**config.mk**
```make
export PLATFORM = sky130hd
export DESIGN_NAME = spike_rate_monitor
export DESIGN_NICKNAME = d
export VERILOG_FILES = /design/src/rtl/spike_mon_pkg.sv /design/src/rtl/sat_counter.sv /design/src/rtl/spike_rate_monitor.sv
export SDC_FILE = /design/constraint.sdc
export NUM_CORES = 1
export LEC_CHECK = 0
export CORE_ASPECT_RATIO = 1.4
export CORE_MARGIN = 3
export CORE_UTILIZATION = 58
export CTS_CLUSTER_SIZE = 25
export DETAILED_ROUTE_END_ITERATION = 10
export PLACE_DENSITY = 0.89
export SLEW_MARGIN = 10
export SYNTH_ARGS = -nofsm -noshare
export SYNTH_HDL_FRONTEND = slang
export SYNTH_HIERARCHICAL = 1
export SYNTH_SLANG_ARGS = --single-unit
export TNS_END_PERCENT = 5
```
**constraint.sdc**
```tcl
create_clock -name clk -period 3.5 [get_ports clk]
set_input_delay 0.7 -clock clk [delete_from_list [all_inputs] [get_ports clk]]
set_output_delay 0.7 -clock clk [all_outputs]
set_load 0.02 [all_outputs]
```
**src/rtl/spike_mon_pkg.sv**
```systemverilog
// Shared types and constants for the spike rate monitor.
package spike_mon_pkg;

  typedef enum logic [0:0] {StIdle, StCount} mon_state_e;

  localparam int unsigned WIN_W_DEF   = 8;
  localparam int unsigned COUNT_W_DEF = 6;
  localparam int unsigned ISI_W_DEF   = 8;

  localparam logic [COUNT_W_DEF-1:0] CNT_MAX  = '1;
  localparam logic [ISI_W_DEF-1:0]   ISI_NONE = '1;

endpackage

```
**src/rtl/sat_counter.sv**
```systemverilog
// Saturating up-counter with synchronous load; sticks at all-ones.
module sat_counter #(
  parameter int unsigned W         = 8,
  parameter logic [W-1:0] RESET_VAL = '0
) (
  input  logic         clk,
  input  logic         reset,
  input  logic         load,
  input  logic [W-1:0] load_val,
  input  logic         inc,
  output logic [W-1:0] count,
  output logic         saturated
);

  logic [W-1:0] count_q, count_d;

  assign count     = count_q;
  assign saturated = (count_q == '1);

  always_comb begin
    count_d = count_q;
    if (load) begin
      count_d = load_val;
    end else if (inc && !saturated) begin
      count_d = count_q + W'(1);
    end
  end

  always_ff @(posedge clk or posedge reset) begin
    if (reset) begin
      count_q <= RESET_VAL;
    end else begin
      count_q <= count_d;
    end
  end

endmodule

```
**src/rtl/spike_rate_monitor.sv**
```systemverilog
// Counts spikes and tracks minimum inter-spike interval over programmable windows,
// publishing each window result through a valid/ready output register.
module spike_rate_monitor
  import spike_mon_pkg::*;
#(
  parameter int unsigned WIN_W   = WIN_W_DEF,
  parameter int unsigned COUNT_W = COUNT_W_DEF,
  parameter int unsigned ISI_W   = ISI_W_DEF
) (
  input  logic               clk,
  input  logic               reset,
  input  logic               spike,
  input  logic [WIN_W-1:0]   window_len,
  output logic [COUNT_W-1:0] out_count,
  output logic [ISI_W-1:0]   out_isi_min,
  output logic               out_valid,
  input  logic               out_ready,
  output logic               overrun
);

  mon_state_e         state_q, state_d;
  logic [WIN_W-1:0]   len_q, len_d;
  logic [WIN_W-1:0]   win_cnt_q, win_cnt_d;
  logic [ISI_W-1:0]   acc_min_q, acc_min_d, acc_min_upd;
  logic [COUNT_W-1:0] acc_count, win_count;
  logic               acc_sat;
  logic [ISI_W-1:0]   gap;
  logic               gap_sat;
  logic               count_spike, win_last, win_begin;

  logic [COUNT_W-1:0] out_count_q, out_count_d;
  logic [ISI_W-1:0]   out_isi_q, out_isi_d;
  logic               out_valid_q, out_valid_d;
  logic               overrun_q, overrun_d;

  assign count_spike = spike && (state_q == StCount);
  assign win_last    = (state_q == StCount) && (win_cnt_q == len_q - WIN_W'(1));
  assign win_begin   = (window_len != '0) && ((state_q == StIdle) || win_last);

  // A saturated gap means no spike since reset (or too long ago to matter).
  assign acc_min_upd = (count_spike && !gap_sat && (gap < acc_min_q)) ? gap : acc_min_q;
  // Window total including a spike on the closing cycle.
  assign win_count   = (count_spike && !acc_sat) ? acc_count + COUNT_W'(1) : acc_count;

  sat_counter #(
    .W         (COUNT_W),
    .RESET_VAL ('0)
  ) u_acc_count (
    .clk       (clk),
    .reset     (reset),
    .load      (win_begin),
    .load_val  ('0),
    .inc       (count_spike),
    .count     (acc_count),
    .saturated (acc_sat)
  );

  sat_counter #(
    .W         (ISI_W),
    .RESET_VAL ('1)
  ) u_gap (
    .clk       (clk),
    .reset     (reset),
    .load      (spike),
    .load_val  (ISI_W'(1)),
    .inc       (1'b1),
    .count     (gap),
    .saturated (gap_sat)
  );

  always_comb begin
    state_d   = state_q;
    len_d     = len_q;
    win_cnt_d = win_cnt_q;
    acc_min_d = acc_min_upd;
    unique case (state_q)
      StIdle: begin
        if (window_len != '0) begin
          state_d   = StCount;
          len_d     = window_len;
          win_cnt_d = '0;
          acc_min_d = '1;
        end
      end
      StCount: begin
        if (win_last) begin
          win_cnt_d = '0;
          acc_min_d = '1;
          if (window_len == '0) begin
            state_d = StIdle;
          end else begin
            len_d = window_len;
          end
        end else begin
          win_cnt_d = win_cnt_q + WIN_W'(1);
        end
      end
      default: state_d = StIdle;
    endcase
  end

  always_comb begin
    out_count_d = out_count_q;
    out_isi_d   = out_isi_q;
    out_valid_d = out_valid_q;
    overrun_d   = overrun_q;
    if (win_last) begin
      if (!out_valid_q || out_ready) begin
        out_count_d = win_count;
        out_isi_d   = acc_min_upd;
        out_valid_d = 1'b1;
      end else begin
        overrun_d = 1'b1;
      end
    end else if (out_valid_q && out_ready) begin
      out_valid_d = 1'b0;
    end
  end

  always_ff @(posedge clk or posedge reset) begin
    if (reset) begin
      state_q     <= StIdle;
      len_q       <= '0;
      win_cnt_q   <= '0;
      acc_min_q   <= '1;
      out_count_q <= '0;
      out_isi_q   <= '1;
      out_valid_q <= 1'b0;
      overrun_q   <= 1'b0;
    end else begin
      state_q     <= state_d;
      len_q       <= len_d;
      win_cnt_q   <= win_cnt_d;
      acc_min_q   <= acc_min_d;
      out_count_q <= out_count_d;
      out_isi_q   <= out_isi_d;
      out_valid_q <= out_valid_d;
      overrun_q   <= overrun_d;
    end
  end

  assign out_count   = out_count_q;
  assign out_isi_min = out_isi_q;
  assign out_valid   = out_valid_q;
  assign overrun     = overrun_q;

endmodule

```
==> results.md <==
* Switch share at approximately 39%
* Hold Crit Class: flop to flop
* Antenna cells at 0
* CP Launch Type: flop
* DP Area at roughly 0.0036 mm^2
* RSZ-0062 raised after global routing: no
* Clock share of power at approximately 14%
* Synth Instances at 324
* Antenna Nets Post-Route at 0
* Post-Synth Adder-Cell Area at under 10%
* Die area at between 0.006 and 0.007 mm^2
* CTS tree: done
* Gpl congestion at around 0.86
* Actual slew at the worst max-slew pin at between 600 and 700 ps
* Core Footprint at around 0.0053 mm^2
* H-tree depth at 2
* Ys async rst share at 100%
* Reg2Reg Depth at 9
* Final Routed Wirelength at 6910 um
* Status: finished, final reports clean
* EDFF count, synth at 0
* Worst Skew at approximately 12 ps
* Clk slew on worst S/H paths at about 90 ps
* First-pass GRT wire length at roughly 12000 um
* Critical Path RT at 3740 ps
* Synthesized area at around 0.0033 mm^2
* Compound-Gate Fraction of Synth Area at between 10% and 20%
* Part of the power in registers at a little over two fifths
* Mux cell area share after synthesis at between 5 and 6%
* Hold-fix buffers, CTS at 0
* Mean area per synthesized cell at between 10 and 15 um^2
* DR iter-0 viols at 170
* Synth cell types at 64
* IO Pins at 28
* Cell area after layout at around 0.0037 mm^2
* Syn. warnings at 6
* Pre-Repair DR Iteration Count at 4
* Int Pwr at 1.74 mW
* Period Utilization, post-route at 80.2%
* FILL cells at approximately 400
* XOR/XNOR Fraction of Synth Area at 6.15%
* Setup bufs post-CTS at 0
* Via density per instance at roughly 6.0
* Worst Path Arrival at slightly above 3000 ps
* Cts repair resizes at 0
* Final HPWL DP at about 5200 um
* Number of port buffers at 27
* Final core utilization at 70.0%
* Antenna violations before repair at 0
* Die height at 94.6 um
* Largest net degree at the start of global routing at 26
* Number of buffers created by CTS at 5
* Combinational group share of total power at 42.5%
* Main synth FF type: dfrtp_1
* Vias in the first global route at about 2600
* Clock root buffer: clkbuf_8
* Static Leak at 1.66 nW
* Final setup viols at 0
* Max Slew Vio Count at 0
* GRT Overall Usage at a little under a quarter
* Synthesized flop and latch total at 55
* Max Fclk at 356 MHz
* Sw Pwr at about 1.1 mW
* Power density cells at between 700 and 800 mW/mm^2
* Fraction of layout cells with a size suffix above 1 at between 10 and 15%
* Starting Density at 61.2%
* Clock Sinks at 55
* Max Cap Viol at 0
* Critical Path Fanout Max at 9
* Largest family of logic cells by synthesized area: simple AND/OR/NAND/NOR gates
* Number of remaining DRC errors at 0
* TNS Setup at 0 ps
* Vias at about 2600
* Fin nets at between 300 and 400
* Simple-gate share of the synthesized area at a little under a fifth
* Area delta synth->final at 14.3%
* Floorplan die width at around 69 um
* Clk_lat worst skew at about 310 ps
* Seq/Total Area, Yosys at between 40 and 50%
* Clock Path Buffers at 2
* Final Hold Fails at 0
* Drt wl/cell at around 16 um
* Crit path kind: flop to flop
* Endpoint class of the critical path: flop
* FP Rows at 31
* Grt ovf at 0
* Hold Path Depth at 1
* Worst VDD drop at ~0.45 mV
* Slew HR at 57.5%
* Fin crit period at about 2800 ps
==> logic make-up (layout without fill, tap and decap cells) <==
logic type / Yosys count / after routing
mux: 17 / 17
flops: 55 / 55
xor+xnor: 22 / 22
fa+ha+maj: 12 / 12
compound gates: 66 / 66
other cells: 2 / 15
simple gates: 113 / 113
buf+inv: 37 / 62
==> final cells by class <==
cell class                 count  area, um^2  area share (%)
multi-input combinational    245        1740            46.8
inverter                      23        86.3            2.32
clock inverter                 1        6.26           0.168
sequential                    55        1410            37.8
timing repair buffer          31         300            8.08
clock buffer                   7        97.6            2.62
tap                           66        82.6            2.22
==> state kept, by name, indices dropped and copies added, names as in the netlist <==
name and flops:
u_acc_count/count 6, len_q 8, out_count 6, acc_min_q 8, out_isi_min 8, out_valid 1, overrun 1, win_cnt_q 8
state_q 1, u_gap/count 8
==> power groups by stage <==
stage | clock network, mW | logic, mW | registers, mW
detailed placement | 0 | 1.20 | 1.25
floorplan | 0 | 0.859 | 1.23
CTS | 0.403 | 1.21 | 1.23
finish | 0.393 | 1.20 | 1.24
global route | 0.428 | 1.33 | 1.28
global placement | 0 | 1.14 | 1.23
==> path summary, 6_finish.rpt <==
kind                                   start                   end  slack (ps)
min in group asynchronous              reset  u_acc_count/count[5]         690
worst min register to register  out_count[1]          out_count[1]         500
worst max-delay path                len_q[2]  u_acc_count/count[0]         690
worst min-delay path            out_count[1]          out_count[1]         500
max in group asynchronous              reset          acc_min_q[7]        1850
worst max register to register      len_q[2]  u_acc_count/count[0]         690
==> placed cells by master (no fill, tap or decap), types with 5 or more instances in the layout <==
cell              n
nand2_1          37
o31ai_1           5
clkdlybuf4s50_1  27
xnor2_1          13
a22o_1            9
nand2b_1          5
a21oi_1           6
nor2_1           13
nand3_1           9
mux2i_1           9
a21o_1           10
dfstp_2          24
nor3_1           12
ha_1             12
dfrtp_1          31
nand4_1           9
conb_1           15
clkbuf_8          5
inv_1            23
xor2_1            8
==> cell usage after synthesis, drive strengths merged, types with 3 or more instances <==
master,instances,area (um^2)
or4,3,22.5
buf,4,32.5
nand2,37,139
nand4,10,77.6
a31oi,4,25.0
o21ai,5,25.0
a21o,10,75.1
nor3,12,60.1
inv,23,86.3
dfrtp,31,776
nand2b,5,31.3
a22o,9,78.8
and2,4,25.0
o31ai,5,37.5
mux2,8,97.6
xnor2,14,130
nor4,4,37.5
clkbuf,10,38.8
xor2,8,70.1
mux2i,9,90.1
ha,12,150
nand3,10,55.1
a21oi,6,30.0
o211ai,7,67.6
dfstp,24,631
nor2,13,48.8
==> critical path, cell delays in order (launching register included) <==
cell	delay [ps]
dfrtp_1	460
nor4_2	420
nand2_1	120
xor2_1	170
o32ai_2	110
o211ai_2	350
a21o_1	330
inv_1	140
or4b_1	530
nand3_1	100
==> stage by stage <==
step / hold slack, ps / worst slack (ps) / cells / total power [mW]
2_1_floorplan: 491 / 932 / 337 / 2.09
3_3_place_gp: 448 / 530 / 420 / 2.36
3_5_place_dp: 485 / 466 / 420 / 2.44
4_1_cts: 506 / 683 / 428 / 2.85
5_1_grt: 524 / 507 / 428 / 3.04
6_report: 498 / 692 / 428 / 2.84
==> per-layer routing <==
| layer | track usage [%] | wire [um] | share of wire (%) | vias up |
|---|---|---|---|---|
| li1 | - | - | - | 1238 |
| met1 | 25.6 | 2720 | 39 | 1247 |
| met2 | 41.8 | 3700 | 54 | 64 |
| met3 | 3.62 | 233 | 3.4 | 20 |
| met4 | 11.2 | 257 | 3.7 | 0 |
| met5 | 0 | 0 | 0 | - |
No activity file was read; power rests on OpenSTA's default activity.
